===== src/rtl/sprinkler_pkg.sv =====
// Shared irrigation definitions: valve FSM state encoding and default timing constants.
package sprinkler_pkg;

  typedef enum logic [1:0] {
    ST_IDLE    = 2'd0,
    ST_OPENING = 2'd1,
    ST_ON      = 2'd2,
    ST_LOCKOUT = 2'd3
  } sprinkler_state_e;

  localparam int unsigned SPRK_OPEN_CYCLES    = 4;
  localparam int unsigned SPRK_MIN_ON_CYCLES  = 16;
  localparam int unsigned SPRK_MAX_ON_CYCLES  = 64;
  localparam int unsigned SPRK_MIN_OFF_CYCLES = 8;
  localparam int unsigned SPRK_CNT_W          = 8;

endpackage


===== src/rtl/sprinkler_cycle_timer.sv =====
// Clearable saturating up-counter with a compare-to-limit flag (count >= limit).
module sprinkler_cycle_timer #(
  parameter int unsigned CNT_W = 8
) (
  input  logic             clk_i,
  input  logic             rst_n_i,
  input  logic             clear_i,
  input  logic [CNT_W-1:0] limit_i,
  output logic [CNT_W-1:0] count_o,
  output logic             done_o
);

  localparam logic [CNT_W-1:0] CNT_MAX = {CNT_W{1'b1}};

  logic [CNT_W-1:0] count_q;
  logic [CNT_W-1:0] count_d;

  // next count: clear has priority, otherwise count up and hold at all-ones
  always_comb begin
    count_d = count_q;
    if (clear_i) begin
      count_d = {CNT_W{1'b0}};
    end else if (count_q != CNT_MAX) begin
      count_d = count_q + CNT_W'(1);
    end else begin
      count_d = count_q;
    end
  end

  // count register
  always_ff @(posedge clk_i or negedge rst_n_i) begin
    if (!rst_n_i) begin
      count_q <= {CNT_W{1'b0}};
    end else begin
      count_q <= count_d;
    end
  end

  assign count_o = count_q;
  assign done_o  = (count_q >= limit_i);

endmodule


===== src/rtl/sprinkler_valve_driver.sv =====
// Timed, interlocked valve command from the sprinkler request line.
// Optional watchdog (max on-time, sticky fault) enabled by SPRINKLER_VALVE_WATCHDOG_EN.
module sprinkler_valve_driver
  import sprinkler_pkg::*;
#(
  parameter int unsigned OPEN_CYCLES    = SPRK_OPEN_CYCLES,
  parameter int unsigned MIN_ON_CYCLES  = SPRK_MIN_ON_CYCLES,
  parameter int unsigned MAX_ON_CYCLES  = SPRK_MAX_ON_CYCLES,
  parameter int unsigned MIN_OFF_CYCLES = SPRK_MIN_OFF_CYCLES,
  parameter int unsigned CNT_W          = SPRK_CNT_W
) (
  input  logic       clk_i,
  input  logic       rst_n_i,
  input  logic       sprinkler_request_i,
  input  logic       fault_clear_i,
  output logic       valve_open_o,
  output logic       valve_ack_o,
  output logic       valve_busy_o,
  output logic       fault_o,
  output logic [7:0] cycle_count_o
);

  // The timer restarts in ON, so on-time limits are offset by the OPENING cycles already spent.
  localparam logic [CNT_W-1:0] OPEN_LIM    = CNT_W'(OPEN_CYCLES - 1);
  localparam logic [CNT_W-1:0] MIN_ON_LIM  = CNT_W'(MIN_ON_CYCLES - OPEN_CYCLES - 1);
  localparam logic [CNT_W-1:0] MIN_OFF_LIM = CNT_W'(MIN_OFF_CYCLES - 1);

  sprinkler_state_e state_q, state_d;
  logic             valve_open_q, valve_open_d;
  logic             ack_q, ack_d;
  logic             busy_q, busy_d;
  logic             fault_q, fault_d;
  logic [7:0]       cnt_q, cnt_d;

  logic             tmr_clear_s;
  logic [CNT_W-1:0] tmr_limit_s;
  logic [CNT_W-1:0] tmr_count_s;
  logic             tmr_done_s;
  logic             wd_trip_s;

  sprinkler_cycle_timer #(
    .CNT_W (CNT_W)
  ) u_timer (
    .clk_i   (clk_i),
    .rst_n_i (rst_n_i),
    .clear_i (tmr_clear_s),
    .limit_i (tmr_limit_s),
    .count_o (tmr_count_s),
    .done_o  (tmr_done_s)
  );

`ifdef SPRINKLER_VALVE_WATCHDOG_EN
  localparam logic [CNT_W-1:0] MAX_ON_LIM = CNT_W'(MAX_ON_CYCLES - OPEN_CYCLES - 1);

  assign wd_trip_s = (state_q == ST_ON) && (tmr_count_s >= MAX_ON_LIM);

  // sticky fault: a watchdog trip outranks a simultaneous clear
  always_comb begin
    fault_d = fault_q;
    if (wd_trip_s) begin
      fault_d = 1'b1;
    end else if (fault_clear_i) begin
      fault_d = 1'b0;
    end else begin
      fault_d = fault_q;
    end
  end
`else
  logic unused_wd_s;

  assign wd_trip_s   = 1'b0;
  assign unused_wd_s = fault_clear_i ^ (^tmr_count_s) ^ (MAX_ON_CYCLES == 32'd0);

  // no watchdog: fault is held low
  always_comb begin
    fault_d = 1'b0;
  end
`endif

  // next-state logic and timer limit selection
  always_comb begin
    state_d     = state_q;
    tmr_limit_s = OPEN_LIM;
    case (state_q)
      ST_IDLE: begin
        if (sprinkler_request_i && !fault_q) begin
          state_d = ST_OPENING;
        end else begin
          state_d = ST_IDLE;
        end
      end
      ST_OPENING: begin
        tmr_limit_s = OPEN_LIM;
        if (tmr_done_s) begin
          state_d = ST_ON;
        end else begin
          state_d = ST_OPENING;
        end
      end
      ST_ON: begin
        tmr_limit_s = MIN_ON_LIM;
        if (wd_trip_s) begin
          state_d = ST_LOCKOUT;
        end else if (!sprinkler_request_i && tmr_done_s) begin
          state_d = ST_LOCKOUT;
        end else begin
          state_d = ST_ON;
        end
      end
      ST_LOCKOUT: begin
        tmr_limit_s = MIN_OFF_LIM;
        if (tmr_done_s) begin
          state_d = ST_IDLE;
        end else begin
          state_d = ST_LOCKOUT;
        end
      end
      default: begin
        state_d = ST_IDLE;
      end
    endcase
  end

  assign tmr_clear_s = (state_d != state_q);

  // output next values derived from the upcoming state so every output is a flop
  always_comb begin
    valve_open_d = (state_d == ST_OPENING) || (state_d == ST_ON);
    ack_d        = (state_q == ST_OPENING) && (state_d == ST_ON);
    busy_d       = (state_d != ST_IDLE);
    if ((state_d == ST_LOCKOUT) && (state_q != ST_LOCKOUT)) begin
      cnt_d = cnt_q + 8'd1;
    end else begin
      cnt_d = cnt_q;
    end
  end

  // state and output registers; reset closes the valve immediately
  always_ff @(posedge clk_i or negedge rst_n_i) begin
    if (!rst_n_i) begin
      state_q      <= ST_IDLE;
      valve_open_q <= 1'b0;
      ack_q        <= 1'b0;
      busy_q       <= 1'b0;
      fault_q      <= 1'b0;
      cnt_q        <= 8'd0;
    end else begin
      state_q      <= state_d;
      valve_open_q <= valve_open_d;
      ack_q        <= ack_d;
      busy_q       <= busy_d;
      fault_q      <= fault_d;
      cnt_q        <= cnt_d;
    end
  end

  assign valve_open_o  = valve_open_q;
  assign valve_ack_o   = ack_q;
  assign valve_busy_o  = busy_q;
  assign fault_o       = fault_q;
  assign cycle_count_o = cnt_q;

endmodule


===== config.mk =====
export PLATFORM = sky130hd
export DESIGN_NAME = sprinkler_valve_driver
export DESIGN_NICKNAME = d
export VERILOG_FILES = /design/src/rtl/sprinkler_pkg.sv /design/src/rtl/sprinkler_cycle_timer.sv /design/src/rtl/sprinkler_valve_driver.sv
export SDC_FILE = /design/constraint.sdc
export NUM_CORES = 1
export LEC_CHECK = 0
export BUFFER_PORTS_ARGS = -buffer_cell sky130_fd_sc_hd__buf_2
export CAP_MARGIN = 15
export CORE_MARGIN = 2
export CORE_UTILIZATION = 55
export DETAILED_ROUTE_END_ITERATION = 8
export HOLD_SLACK_MARGIN = 0.12
export PLACE_DENSITY_LB_ADDON = 0.05
export SLEW_MARGIN = 20
export SYNTH_ARGS = -nofsm -noshare
export SYNTH_HDL_FRONTEND = slang
export SYNTH_SLANG_ARGS = --single-unit
export TNS_END_PERCENT = 5

===== constraint.sdc =====
create_clock -name clk_i -period 8.8 [get_ports clk_i]
set_input_delay 0 -clock clk_i [delete_from_list [all_inputs] [get_ports clk_i]]
set_output_delay 0 -clock clk_i [all_outputs]
set_load 0.01 [all_outputs]

==> reports/qor.csv, run 1 <==
metric;value;unit
ratio of cells with drive above 1 in the final layout;22.4;%
Post-route DRC;0;
IO Count;16;
critical path's largest stage delay;0.55;ns
# clock sinks;21;
DRT Pass-1 Iters;3;
Worst-path clk slew;0.11;ns
crit path DAT;3.17;ns
vias in the first global route;694;
pwr/cell area;340;nW/um2
critical path's top delay family;simple AND/OR/NAND/NOR gates;
critical path peak fanout;9;
TritonCTS clock tree;yes;
status;completed;
Max Cap Viol;0;
Max Clock Freq;335;MHz
number of synthesized flops with an enable pin;0;
Peak VDD IR;0.214;mV
R2R setup slack;5.82;ns
post-synthesis cell type count;33;
Initial Util;57.0;%
Cells after Synth;101;
Root Driver;clkbuf_4;
setup TNS;0;ns
commonest non-fill, non-tap cell in the layout;dfrtp_1;
num rows;16;
largest net degree at the start of global routing;22;
CP required;8.99;ns
routed wire length;1760;um
fin nets;128;
dominant cell type by area after synthesis;dfrtp_1;
synthesized cell area;1090;um2
most frequent cells in the layout;21 x dfrtp_1, 15 x nor2_1, 13 x buf_2;
max-slew violation count;0;
buffers and inverters on the worst path;0;
register area share after synthesis;48.0;%
post-DR vias/cell;5.05;
ranking of synthesized cells by area;dfrtp_1 48%, ha_1 8.0%, nor2_1 5.1%;
die width;48.6;um
initial antenna violation count;0;
Tmin final;2.98;ns
total track usage;16.5;%
Main synth FF type;dfrtp_1;
CTS buffer count;3;
Die H;48.6;um
Clock Skews;0.00154;ns
fill count;184;
Final Core Density;63.2;%
CP endpoint kind;register;
worst-path cell chain;nand2_1 > ha_1 > a21o_1 > a211oi_4 > nand2b_2 > xnor2_1 > ha_1 > a21boi_2 > nand4_1 > or2_2 > xnor2_1;
Hold Crit Class;in2reg;
1st-iter DRT viols;5;
Setup violations, final;0;
Final Hold Viols;0;
routed len/inst;12.3;um
antenna-violating nets left;0;
unrepaired setup endpoints after global routing;no;
Syn Nets;112;
clock latency on the worst-skew pair;0.29;ns
n_diodes;0;
RD Place Congestion;0.807;
Pwr Total;0.413;mW
core area;1920;um2
Port Buffers;13;
Syn Area/Cell;10.8;um2
hpwl dp;1300;um
maximum root-to-sink buffer count;2;
Via Count;722;
Synth Warn #;0;
static leakage;0.585;nW
Tcrit/Tclk final;33.9;%
synthesis-to-layout area growth;11.0;%
first-pass GRT wire length;3040;um
die area;2360;um2
Fin Hold WS;0.170;ns
crit path launch type;register;
grt ovf;0;
register bit total from synthesis;21;
# Post-CTS Setup Buffers;0;
CP max-delay cell;dfrtp_1;
H-tree levels;1;
async set or reset register ratio after synthesis;100;%
area share of the largest cell type after synthesis;48.0;%
kind of critical path;reg2reg;
-- flip-flops by register name, summed over array words and instances, names as in the netlist --
signal           flops
valve_open_o         1
valve_busy_o         1
valve_ack_o          1
state_q              2
cycle_count_o        8
u_timer.count_o      8
-- Yosys cell counts, drive strengths merged (2+ instances only) --
master	count
nor2	15
xnor2	6
nand3	4
nand2b	2
dfrtp	21
nor3	2
nand2	7
clkbuf	2
ha	7
nand4	2
and3	4
a211oi	2
xor2	6
inv	3
mux2i	2
-- cell families after synthesis --
family | share of synthesized area [%]
multiplexers | 2.86
AO/OA/AOI/OAI | 9.14
XOR/XNOR | 9.60
adder cells (fa/ha/maj) | 8.00
flip-flops | 48.0
buffers and inverters | 2.40
AND/OR/NAND/NOR | 19.7
other | 0.343
-- path summary, 6_finish.rpt --
path	cells after the start	to	start
max	11	cycle_count_o[6]$_DFFE_PN0P_	state_q[1]$_DFF_PN0_
min	3	state_q[0]$_DFF_PN0_	sprinkler_request_i
max reg2reg	11	cycle_count_o[6]$_DFFE_PN0P_	state_q[1]$_DFF_PN0_
min reg2reg	1	cycle_count_o[6]$_DFFE_PN0P_	cycle_count_o[6]$_DFFE_PN0P_
max in group asynchronous	2	cycle_count_o[0]$_DFFE_PN0P_	rst_n_i
min in group asynchronous	2	cycle_count_o[4]$_DFFE_PN0P_	rst_n_i
-- repair_timing --
action                                  in CTS  in global routing
hold buffers                                 1                  0
hold endpoints to repair                    21                  0
resized for setup                            0                  0
endpoints found under the setup margin       0                  0
-- metal layers --
| metal | track usage [%] | wire length (um) | vias to the layer above |
|---|---|---|---|
| met5 | 0 | 0 | - |
| met4 | 5.71 | 14 | 0 |
| met3 | 2.78 | 31 | 2 |
| met2 | 27.4 | 858 | 7 |
| met1 | 22.0 | 850 | 345 |
| li1 | - | - | 368 |
-- final cells by class --
cell class / count / area (um2) / area share (%)
inverter: 3 / 11.3 / 0.927
multi-input combinational: 74 / 543 / 44.7
sequential: 21 / 526 / 43.3
tap: 27 / 33.8 / 2.78
timing repair buffer: 14 / 75.1 / 6.18
clock buffer: 4 / 26.3 / 2.16
-- through the flow --
| stage | worst slack (ns) | cells | area (um2) |
|---|---|---|---|
| 2_1_floorplan | 5.96 | 101 | 1090 |
| 3_3_place_gp | 5.90 | 138 | 1180 |
| 3_5_place_dp | 5.80 | 138 | 1180 |
| 4_1_cts | 5.78 | 143 | 1210 |
| 5_1_grt | 5.58 | 143 | 1210 |
| 6_report | 5.82 | 143 | 1210 |
-- report_power, final --
| group | internal (mW) | switching (mW) | leakage (nW) |
|---|---|---|---|
| clock network | 0.0176 | 0.0273 | 0.0150 |
| logic | 0.0917 | 0.107 | 0.302 |
| registers | 0.131 | 0.0384 | 0.267 |
-- tightest hold or removal path, cell delays in order --
cell	delay [ns]
buf_2	0.09
nor3b_1	0.05
o31a_1	0.29
Power figures use the tool's default switching activity.
==> inputs of run 2 (changes only) <==
--- a/config.mk
+++ b/config.mk
@@ -8,7 +8,7 @@
 export BUFFER_PORTS_ARGS = -buffer_cell sky130_fd_sc_hd__buf_2
 export CAP_MARGIN = 15
 export CORE_MARGIN = 2
-export CORE_UTILIZATION = 55
+export CORE_UTILIZATION = 49
 export DETAILED_ROUTE_END_ITERATION = 8
 export HOLD_SLACK_MARGIN = 0.12
 export PLACE_DENSITY_LB_ADDON = 0.05
==> constraint.sdc (replaced) <==
create_clock -name clk_i -period 2.6 [get_ports clk_i]
set_input_delay 0 -clock clk_i [delete_from_list [all_inputs] [get_ports clk_i]]
set_output_delay 0 -clock clk_i [all_outputs]
set_load 0.01 [all_outputs]
==> run 2 against run 1 <==
Clock power increased to 3.6 times the previous value. Count of clock-buffer cells in the layout decreased by 1. Hold slack got worse by 0.015 ns. Largest cell class unchanged. Largest power group unchanged.
==> reports/qor.csv, run 2 (synthesized netlist as in run 1, its figures left out) <==
metric;value;unit;change
vias in the first global route;774;;was 694
Max Clock Freq;397;MHz;was 335 MHz
CP required;2.80;ns;was 8.99 ns
hold_sp;sprinkler_request_i;;unchanged
fin nets;143;;was 128
R2R setup slack;0.08;ns;was 5.82 ns
kind of critical path;reg2reg;;unchanged
first-pass GRT wire length;3260;um;was 3040 um
Port Buffers;13;;unchanged
Peak VDD IR;0.951;mV;was 0.214 mV
Net Sw Frac;40.0;%;was 41.8%
Clock Skews;0.00717;ns;was 0.00154 ns
DP Worst Slack;0.0459;ns;was 5.80 ns
worst r2r src;state_q[1]$_DFF_PN0_;;unchanged
clock latency on the worst-skew pair;0.31;ns;was 0.29 ns
RD Place Congestion;0.798;;was 0.807
crit path launch type;register;;unchanged
crit path DAT;2.72;ns;was 3.17 ns
Max Cap Viol;0;;unchanged
die width;51.3;um;was 48.6 um
Post-route DRC;0;;unchanged
1st-iter DRT viols;3;;was 5
Hold EP;state_q[0]$_DFF_PN0_;;unchanged
Root Driver;clkbuf_4;;unchanged
DRT Pass-1 Iters;4;;was 3
antenna-violating nets left;0;;unchanged
reg2reg path depth;11;;unchanged
max-slew violation count;0;;unchanged
maximum root-to-sink buffer count;2;;unchanged
routed wire length;1800;um;was 1760 um
design area;1360;um2;was 1210 um2
IO Count;16;;unchanged
most frequent cells in the layout;21 x dfrtp_1, 15 x nor2_1, 15 x buf_4;;was 21 x dfrtp_1, 15 x nor2_1, 13 x buf_2
Hold Crit Class;in2reg;;unchanged
Via Count;779;;was 722
Fin Hold WS;0.155;ns;was 0.170 ns
hold path depth;3;;unchanged
hpwl dp;1370;um;was 1300 um
status;completed;;unchanged
ratio of cells with drive above 1 in the final layout;34.4;%;was 22.4%
worst r2r dst;cycle_count_o[1]$_DFFE_PN0P_;;was cycle_count_o[6]$_DFFE_PN0P_
CP endpoint kind;register;;unchanged
Final Hold Viols;0;;unchanged
critical path peak fanout;4;;was 9
routed len/inst;11.3;um;was 12.3 um
total track usage;16.8;%;was 16.5%
clock share of power;9.8;%;was 10.9%
Tcrit/Tclk final;97.0;%;was 33.9%
n_diodes;0;;unchanged
static leakage;0.678;nW;was 0.585 nW
initial antenna violation count;0;;unchanged
pwr/cell area;1200;nW/um2;was 340 nW/um2
post-DR vias/cell;4.90;;was 5.05
fin cells;159;;was 143
largest net degree at the start of global routing;22;;unchanged
setup ws final;0.0779;ns;was 5.82 ns
synthesis-to-layout area growth;24.5;%;was 11.0%
Initial Util;50.5;%;was 57.0%
commonest non-fill, non-tap cell in the layout;dfrtp_1;;unchanged
# clock sinks;21;;unchanged
TritonCTS clock tree;yes;;unchanged
CTS buffer count;3;;unchanged
Tmin final;2.52;ns;was 2.98 ns
Reg power frac;32.6;%;was 41.1%
core area;2170;um2;was 1920 um2
Logic pwr share;57.6;%;was 48.1%
die area;2630;um2;was 2360 um2
Die H;51.3;um;was 48.6 um
grt ovf;0;;unchanged
Placed Area;1290;um2;was 1180 um2
H-tree levels;1;;unchanged
num rows;17;;was 16
P_int;0.978;mW;was 0.241 mW
Setup violations, final;0;;unchanged
P_sw;0.651;mW;was 0.173 mW
placed insts;151;;was 138
Worst-path clk slew;0.12;ns;was 0.11 ns
## run 2: final cells by class
cell class | instances | area, um2
sequential | 21 | 526
clock buffer | 3 | 22.5
fill | 190 | 807
inverter | 3 | 11.3
tap | 28 | 35.0
multi-input combinational | 74 | 573
timing repair buffer | 29 | 188
clock inverter | 1 | 7.51
## run 2: worst max-delay path by stage
stage,startpoint,depth (start not counted),end
5_1_grt,state_q[1]$_DFF_PN0_,11,cycle_count_o[6]$_DFFE_PN0P_
4_1_cts,u_timer.count_o[6]$_DFFE_PN0P_,9,cycle_count_o[6]$_DFFE_PN0P_
6_report,state_q[1]$_DFF_PN0_,11,cycle_count_o[1]$_DFFE_PN0P_
3_3_place_gp,u_timer.count_o[6]$_DFFE_PN0P_,9,cycle_count_o[6]$_DFFE_PN0P_
3_5_place_dp,u_timer.count_o[6]$_DFFE_PN0P_,9,cycle_count_o[6]$_DFFE_PN0P_
2_1_floorplan,state_q[0]$_DFF_PN0_,12,cycle_count_o[6]$_DFFE_PN0P_
## run 2: metrics by stage
stage	power (mW)	TNS [ns]	utilization, %
after floorplan	1.18	0	-
after global placement	1.42	0	59.6
after detailed placement	1.44	0	59.6
after CTS	1.61	0	61.4
after global routing	1.78	-0.0189	62.8
final	1.63	0	62.8
## run 2: worst max-delay path, stage by stage (launching register included)
cell,delay (ns)
dfrtp_1,0.41
nand2_1,0.08
ha_1,0.26
a21o_1,0.21
a211oi_4,0.23
buf_4,0.16
nor3b_2,0.04
o31a_1,0.30
ha_2,0.17
a21boi_4,0.14
buf_4,0.15
mux2_2,0.26
## run 2: power by group through the flow
stage               clock network (mW)  logic, mW  registers, mW
floorplan                            0      0.620          0.563
global placement                     0      0.883          0.535
detailed placement                   0      0.903          0.540
CTS                              0.170      0.912          0.532
global route                     0.182       1.05          0.549
finish                           0.160      0.938          0.531
## run 2: per-layer routing
| layer | wire length [um] | global-route usage (%) | vias to the layer above | share of wire (%) |
|---|---|---|---|---|
| met4 | 9 | 6.58 | 0 | 0.50 |
| met5 | 0 | 0 | - | 0 |
| li1 | - | - | 403 | - |
| met1 | 906 | 23.5 | 363 | 50 |
| met3 | 50 | 3.51 | 2 | 2.8 |
| met2 | 837 | 25.5 | 11 | 46 |
## run 2: timing repair
action	4_1_cts	5_1_grt
resized for setup	0	2
hold buffers	1	0
buffers inserted	0	3
endpoints found under the setup margin	0	3
hold endpoints to repair	21	0
